<file path="config.mk">
export PLATFORM = sky130hd
export DESIGN_NAME = memory_page_reader
export DESIGN_NICKNAME = d
export VERILOG_FILES = /design/src/rtl/memory_page_reader.sv
export SDC_FILE = /design/constraint.sdc
export NUM_CORES = 1
export LEC_CHECK = 0
export CORE_ASPECT_RATIO = 0.6
export CORE_MARGIN = 2
export CORE_UTILIZATION = 45
export CTS_BUF_LIST = sky130_fd_sc_hd__clkbuf_8
export DETAILED_ROUTE_END_ITERATION = 6
export GPL_ROUTABILITY_DRIVEN = 0
export PLACE_DENSITY_LB_ADDON = 0.3
export SLEW_MARGIN = 40
export SYNTH_ARGS = -nofsm -noshare
export SYNTH_HDL_FRONTEND = slang
export SYNTH_SLANG_ARGS = --single-unit
</file>
<file path="constraint.sdc">
create_clock -name CLK -period 3.1 [get_ports CLK]
set_input_delay 0.31 -clock CLK [delete_from_list [all_inputs] [get_ports CLK]]
set_output_delay 0.31 -clock CLK [all_outputs]
set_load 0.03 [all_outputs]
</file>
<file path="src/rtl/memory_page_reader.sv">
// Drains one page of a sync-read RAM into a valid/ready stream.
// Optional STALL_CNT statistics port: define MEMORY_READER_STATS_EN.
module memory_page_reader #(
  parameter int RAM_WIDTH     = 36,
  parameter int RAM_ADDR_BITS = 9,
  parameter int PAGE_BITS     = 2,
  localparam int IDX_BITS     = RAM_ADDR_BITS - PAGE_BITS
) (
  input  logic                     CLK,
  input  logic                     RST_N,
  input  logic                     START,
  input  logic [PAGE_BITS-1:0]     PAGE,
  input  logic [IDX_BITS:0]        NENTRIES,
  output logic [RAM_ADDR_BITS-1:0] READ_ADD,
  input  logic [RAM_WIDTH-1:0]     RAM_DATA,
  output logic [RAM_WIDTH-1:0]     DATA_OUT,
  output logic                     VALID_OUT,
  input  logic                     READY_IN,
  output logic                     BUSY,
  output logic                     DONE
`ifdef MEMORY_READER_STATS_EN
  ,
  output logic [15:0]              STALL_CNT
`endif
);

  typedef enum logic [1:0] {
    IDLE,
    READ,
    DRAIN,
    ZERO
  } state_e;

  state_e                   state_q;
  logic [PAGE_BITS-1:0]     page_q;
  logic [IDX_BITS:0]        nent_q;
  logic [IDX_BITS:0]        idx_q;
  logic [IDX_BITS:0]        rem_q;
  logic [RAM_ADDR_BITS-1:0] add_q;
  logic                     inflight_q;
  logic [1:0]               cnt_q;
  logic [RAM_WIDTH-1:0]     d0_q;
  logic [RAM_WIDTH-1:0]     d1_q;

  logic              pop;
  logic              push;
  logic              issue;
  logic [2:0]        occ;
  logic [IDX_BITS:0] idx_d;

  assign VALID_OUT = (cnt_q != 2'd0);
  assign DATA_OUT  = d0_q;
  assign READ_ADD  = add_q;
  assign BUSY      = (state_q != IDLE);

  assign pop  = VALID_OUT & READY_IN;
  assign push = inflight_q;

  // FIFO slots still owed after this cycle, counting the word on RAM_DATA
  assign occ   = {1'b0, cnt_q} - {2'b0, pop} + {2'b0, inflight_q};
  assign issue = (state_q == READ) && (occ < 3'd2);
  assign idx_d = idx_q + 1'b1;

  assign DONE = (state_q == ZERO) ||
                ((state_q == DRAIN) && pop &&
                 (rem_q == {{IDX_BITS{1'b0}}, 1'b1}));

`ifdef MEMORY_READER_STATS_EN
  logic [15:0] stall_q;
  assign STALL_CNT = stall_q;

  always_ff @(posedge CLK or negedge RST_N) begin
    if (!RST_N) begin
      stall_q <= '0;
    end else if (state_q == IDLE && START) begin
      stall_q <= '0;
    end else if (VALID_OUT && !READY_IN && stall_q != 16'hFFFF) begin
      stall_q <= stall_q + 16'd1;
    end
  end
`endif

  always_ff @(posedge CLK or negedge RST_N) begin
    if (!RST_N) begin
      state_q    <= IDLE;
      page_q     <= '0;
      nent_q     <= '0;
      idx_q      <= '0;
      rem_q      <= '0;
      add_q      <= '0;
      inflight_q <= 1'b0;
      cnt_q      <= '0;
      d0_q       <= '0;
      d1_q       <= '0;
    end else begin
      inflight_q <= issue;
      if (pop) rem_q <= rem_q - 1'b1;

      unique case (state_q)
        IDLE: if (START) begin
          page_q <= PAGE;
          nent_q <= NENTRIES;
          rem_q  <= NENTRIES;
          idx_q  <= '0;
          if (NENTRIES == '0) begin
            state_q <= ZERO;
          end else begin
            state_q <= READ;
            add_q   <= {PAGE, {IDX_BITS{1'b0}}};
          end
        end
        READ: if (issue) begin
          idx_q <= idx_d;
          // Hold the last address so READ_ADD never leaves the page
          if (idx_d == nent_q) state_q <= DRAIN;
          else add_q <= {page_q, idx_d[IDX_BITS-1:0]};
        end
        DRAIN: if (DONE) state_q <= IDLE;
        ZERO:  state_q <= IDLE;
        default: state_q <= IDLE;
      endcase

      unique case ({push, pop})
        2'b10: begin
          if (cnt_q == 2'd0) d0_q <= RAM_DATA;
          else d1_q <= RAM_DATA;
          cnt_q <= cnt_q + 2'd1;
        end
        2'b01: begin
          d0_q  <= d1_q;
          cnt_q <= cnt_q - 2'd1;
        end
        2'b11: begin
          if (cnt_q == 2'd1) begin
            d0_q <= RAM_DATA;
          end else begin
            d0_q <= d1_q;
            d1_q <= RAM_DATA;
          end
        end
        default: ;
      endcase
    end
  end

endmodule

</file>
Yosys cells after proc, flatten, opt, wreduce, memory -nomap -nowiden
Cells that the tools add are included.

Output and inout port bits: 48. Input bits: 50. Register bits after elaboration: 112.

Reduce and logical (&&, ||, !) cells: 19. Bitwise logic cells: 1. Order comparisons: 1. Multiplexer cells: 24. Eq/ne operators: 18. Add/subtract/negate cells: 6.

Operators with widths (count): 36-bit two-way mux (4); 36-bit one-hot mux with 3 select lines (1); 36-bit one-hot mux with 2 select lines (1); 8-bit two-way mux (5); 9-bit two-way mux (4); 9-bit one-hot mux with 2 select lines (1); 2-bit != test (second input constant) (8); 8-bit one-hot mux with 2 select lines (1); 2-bit two-way mux (5); 2-bit nonzero test (5); 8-bit by 1-bit adder with 8-bit output (second input constant) (1); 2-bit == test (second input constant) (4); 8-bit by 1-bit == test with 1-bit output (second input constant) (1); 8-bit == test (1); 8-bit logical NOT (1); 2-bit one-hot mux with 4 select lines (1); 8-bit by 1-bit subtractor with 8-bit output (second input constant) (1); 2-bit by 1-bit == test with 1-bit output (second input constant) (3); 3-bit AND reduction (2); 5-bit AND reduction (1); 2-bit logical NOT (2); 2-bit one-hot mux with 2 select lines (1); 2-bit AND reduction (2); 4-bit AND reduction (1); 10 further kinds (12).

Longest topological paths before layout
Word-level depth: 8. Mapped depth: 16. Depth with buffers taken out: 15.

Least setup slack after synthesis
Ideal clock, no wire load.

Kind: flip-flop to flip-flop. From: reg cnt_q[1]. To: reg add_q[7], in the netlist READ_ADD[7]. Library setup time: 0.124 ns. Data arrival time: 2.785 ns. Stages on the path, launching flop included: 15. Period minus slack after synthesis: 2.909 ns. Buffers on the path: 1. Slack: 0.191 ns. Data required time: 2.976 ns. Cells stage by stage: dfrtp_1 inv_1 ha_1 inv_2 nand2_1 nor2_1 o21ai_0 fa_1 xnor2_1 nand3_1 a21o_1 clkbuf_1 nor2_1 o31ai_4 a211o_1.

Longest elaborated chain between the ends: 8.

Ends and longest elaborated chain: start: declaration (line 41) `logic [1:0] cnt_q;`; start signal: assignment (line 127) `cnt_q <= cnt_q + 2'd1;`; start signal: assignment (line 131) `cnt_q <= cnt_q - 2'd1;`; 2-bit nonzero test (line 51) `assign VALID_OUT = (cnt_q != 2'd0);`; named net VALID_OUT (line 17) `output logic VALID_OUT,`; 1-bit bitwise AND (line 56) `assign pop = VALID_OUT & READY_IN;`; 2-bit by 1-bit subtractor with 3-bit output (line 60) `assign occ = {1'b0, cnt_q} - {2'b0, pop} + {2'b0, inflight_q};`; 3-bit by 1-bit adder with 3-bit output (line 60); 3-bit by 2-bit < comparator with 1-bit output (line 61) `assign issue = (state_q == READ) && (occ < 3'd2);`; 1-bit logical AND (line 61); 2-bit != test (no line); 5-bit AND reduction (no line); end signal: assignment (line 109) `add_q <= {PAGE, {IDX_BITS{1'b0}}};`; end signal: assignment (line 116) `else add_q <= {page_q, idx_d[IDX_BITS-1:0]};`; end: declaration (line 39) `logic [RAM_ADDR_BITS-1:0] add_q;`.

The timed path passes the listed nets, and every way through them passes these cells. A chain may end at the register's enable or synchronous reset.

Worst setup path after layout
From: reg cnt_q[0]. To: reg add_q[7], in the netlist READ_ADD[7].

Longest elaborated chain between the ends: 8.

Ends and longest elaborated chain (line): 2-bit nonzero test (51); 1-bit bitwise AND (56); 2-bit by 1-bit subtractor with 3-bit output (*) (60); 3-bit by 1-bit adder with 3-bit output (*) (60); 3-bit by 2-bit < comparator with 1-bit output (*) (61); 1-bit logical AND (*) (61); 2-bit != test (no line) (*); 5-bit AND reduction (no line) (*).

Every way passes the cells marked *; elsewhere a longest branch is shown, timed or not.

==> impl_metrics.py <==
metrics = {
    "status": {
        "status": "complete, no violations",
    },
    "critical_path": {
        "critical_path.reg2reg.endpoint": "READ_ADD[7]",
        "timing.critical_path.to_type": "flop",
        "worst_flop_to_flop_path_startpoint": "cnt_q[0]",
        "critPathRequiredTime_ns": 3.35,
        "timing.critical_path.cells": "inv_1 -> ha_2 -> inv_2 -> nand2_1 -> inv_2 -> nor2_1 -> o21ai_0 -> fa_1 -> xnor2_1 -> nand3_1 -> a21o_1 -> nor2_1 -> o31ai_4 -> a211o_1",
        "timing.critical_path.slowest_stage_cell": "dfrtp_1",
        "category_of_the_worst_setup_path_launch_point": "flop",
        "delay_of_the_slowest_cell_on_the_worst_path_ns": 0.43,
        "timing.critical_path.fanout_max": 8,
        "worst-endpoint-arrival_ns": 3.14,
        "worst-r2r-setup-slack_ns": 0.21,
        "rr_worst_depth": 14,
        "worstSetupPathType": "flop to flop",
    },
    "synth": {
        "syn-num-nets": 532,
        "synth_area_sq_um": 5110,
        "number_of_flip_flops_and_latches_in_the_synthesized_netlist": 112,
        "netlist_instances": 474,
        "synth.yosys.seq_area_share": 0.548,
        "fraction_of_registers_with_async_set_or_reset_after_synthesis": 1.00,
        "ys_dominant_reg_cell": "dfrtp_1",
        "synth.distinct_cells": 45,
        "synth.yosys.warnings": 0,
        "synth_area_per_cell_sq_um": 10.8,
        "number_of_synthesized_flops_with_an_enable_pin": 0,
    },
    "clock_network": {
        "tritoncts_clock_tree": "yes",
        "cts_root_buf": "clkbuf_8",
        "cts.sinks": 112,
        "cts_inserted_buffers": 9,
        "htree_num_levels": 3,
        "clock_latency_ns": 0.37,
        "clock_tree.buffer_depth": 2,
        "worst_setup_hold_path_clk_slew_ns": 0.10,
    },
    "detailed_routing": {
        "postRouteAntennaNets": 0,
        "vias_cell": 5.34,
        "met1Wirelength_mm": 5.89,
        "route.vias.total": 3816,
        "first_iter_violations": 273,
        "routed_wire_length_per_instance_um": 16.7,
        "dr_wl_met3_um": 753,
        "drcViolationCount": 0,
        "total_routed_length_mm": 12.0,
        "routed.top_layer": "met4",
        "detail_route.first_pass.iterations": 4,
        "wl_met2_mm": 5.23,
    },
    "pwr": {
        "ir_drop_mv": 0.441,
        "internal-power_w": 0.00403,
        "power_frac_seq": 0.374,
        "power_leakage_nw": 2.71,
        "power.density_nw_per_um2": 1100,
        "power.share.combinational": 0.515,
        "switching_power_share_of_the_total": 0.430,
        "power_w": 0.00707,
        "power.share.clock": 0.111,
        "power_spent_charging_and_discharging_nets_w": 0.00304,
    },
    "finish": {
        "post_route_cells_drive_above_1_share": 0.140,
        "fin_nets": 624,
        "commonest_cells_after_routing_fill_and_taps_aside": "dfrtp_1, clkdlybuf4s50_1, nand2_1",
        "antennaDiodeCount": 0,
        "area_delta_synth_final_pct": 26.3,
        "nFillCells": 955,
        "most_frequent_standard_cell_in_the_layout_excluding_fill_and_tap_cells": "dfrtp_1",
    },
    "die": {
        "initial_core_util": 0.457,
        "design.die.area_sq_um": 12300,
        "floorplan.io_pins": 98,
        "floorplan.die.height_um": 86.6,
        "floorplan.die.width_um": 142,
        "core-area_sq_um": 11200,
        "placementRows": 30,
    },
    "grt": {
        "grt_start_max_net_pins": 73,
        "vias_in_the_first_global_route": 3631,
        "globalRouteOverflowTotal": 0,
        "grt_antenna_before_repair": 0,
        "grt_pass1_wl_mm": 19.6,
        "globalRouteTotalUtil": 0.206,
    },
    "sta": {
        "fmax_mhz": 347,
        "setup_viol": 0,
        "worst-slew-pin-transition_ns": 0.642,
        "rsz_0062_raised_after_global_routing": "false",
        "report.final.hold_viol_count": 0,
        "clock-skew-final_ns": 0.0122,
        "post-route-period-util": 0.931,
        "fin_tns_setup_ns": 0,
        "layout_min_cycle_time_ns": 2.89,
        "slew_margin_rel": 0.572,
        "slew_violations": 0,
    },
    "worst_hold_path": {
        "min_delay_path_depth": 2,
        "hp-start": "DATA_OUT[30]",
        "class_of_the_worst_hold_path": "flop to flop",
        "whs_endpoint": "DATA_OUT[30]",
    },
    "placed_design": {
        "dp_hpwl_mm": 8.31,
        "buffers_on_ports": 97,
    },
    "job": {
        "max_cap_viols": 0,
    },
}
[worst max path at each step]
stage / start / endpoint / slack (ns) / depth (start not counted)
5_1_grt: cnt_q[0] / READ_ADD[7] / 0.02 / 14
3_3_place_gp: READY_IN / READ_ADD[7] / 0.25 / 11
3_5_place_dp: cnt_q[0] / READ_ADD[7] / 0.13 / 13
6_report: cnt_q[0] / READ_ADD[7] / 0.21 / 14
4_1_cts: cnt_q[0] / DONE / 0.10 / 9
2_1_floorplan: cnt_q[1] / READ_ADD[7] / 0.19 / 14
[per-layer routing]
| layer | global-route usage | vias to the layer above |
|---|---|---|
| met5 | 0 | - |
| met4 | 0.0491 | 0 |
| met3 | 0.0475 | 9 |
| met2 | 0.289 | 100 |
| met1 | 0.323 | 1870 |
| li1 | - | 1837 |
[critical path, delay by kind of cell (launching register included)]
family | cells | cell delay, ns
AND/OR/NAND/NOR | 4 | 0.52
buffers and inverters | 3 | 0.20
adder cells (fa/ha/maj) | 2 | 0.66
AO/OA/AOI/OAI | 4 | 0.77
XOR/XNOR | 1 | 0.19
flip-flops | 1 | 0.43
[flip-flops by register name, summed over array words and instances (netlist names)]
| register | count |
|---|---|
| idx_q | 8 |
| page_q | 2 |
| READ_ADD | 9 |
| rem_q | 8 |
| cnt_q | 2 |
| DATA_OUT | 36 |
| nent_q | 8 |
| inflight_q | 1 |
| state_q | 2 |
| d1_q | 36 |
[power groups by stage]
| stage | registers, W | clock network, W | logic [W] |
|---|---|---|---|
| finish | 0.00264 | 0.000788 | 0.00364 |
| global route | 0.00274 | 0.000889 | 0.00397 |
| CTS | 0.00264 | 0.000822 | 0.00364 |
| detailed placement | 0.00266 | 0 | 0.00364 |
| global placement | 0.00263 | 0 | 0.00352 |
| floorplan | 0.00304 | 0 | 0.00199 |
[stage by stage]
step	area [sq um]	setup slack [ns]	std cells	utilization	hold WS (ns)
2_1_floorplan	5110	0.191	474	-	0.0144
3_3_place_gp	6250	0.246	697	0.559	0.378
3_5_place_dp	6250	0.133	697	0.559	0.382
4_1_cts	6430	0.104	714	0.575	0.493
5_1_grt	6450	0.0240	715	0.577	0.510
6_report	6450	0.215	715	0.577	0.484
[synth_stat cells (3+ instances only)]
library cell  instances  share of area
mux2_2               36          0.079
buf_2                 7         0.0069
and3_1                3         0.0037
a21oi_1               4         0.0039
nand2b_1              4         0.0049
o2bb2ai_1             7          0.012
inv_1                 9         0.0066
inv_2                 3         0.0022
xor2_1                5         0.0086
xnor2_2               3         0.0095
nor2_1               15          0.011
nor4_1                4         0.0049
nand3_1               9         0.0088
dfrtp_1             112           0.55
nor3_1                4         0.0039
clkbuf_1             17          0.012
xnor2_1              17          0.029
o21ai_1               6         0.0059
a22oi_1              36          0.053
o21ai_0              51          0.050
o31ai_1               5         0.0073
ha_1                  7          0.017
nand2_1              84          0.062
[layout make-up]
| cell class | instances | area (sq um) | share of cell area |
|---|---|---|---|
| sequential | 112 | 2800 | 0.434 |
| multi-input combinational | 324 | 2190 | 0.339 |
| timing repair buffer | 107 | 1070 | 0.166 |
| tap | 144 | 180 | 0.0279 |
| clock buffer | 9 | 124 | 0.0192 |
| clock inverter | 7 | 46.3 | 0.00717 |
| inverter | 12 | 45.0 | 0.00698 |
[cell families (layout without fill, tap and decap cells)]
kind of cell / Yosys count / after routing / synth area share
AO/OA/AOI/OAI: 119 / 119 / 0.153
multiplexers: 37 / 37 / 0.0813
flip-flops: 112 / 112 / 0.548
AND/OR/NAND/NOR: 135 / 135 / 0.118
XOR/XNOR: 25 / 25 / 0.0472
buffers and inverters: 38 / 135 / 0.0303
adder cells (fa/ha/maj): 8 / 8 / 0.0210
[what timing repair did]
item / 4_1_cts / 5_1_grt
endpoints found under the setup margin: 0 / 7
setup buffers: 0 / 1
hold buffers: 1 / 0
resized for setup: 0 / 3
endpoints found under the hold margin: 48 / 0
(Power assumes the default switching activity.)
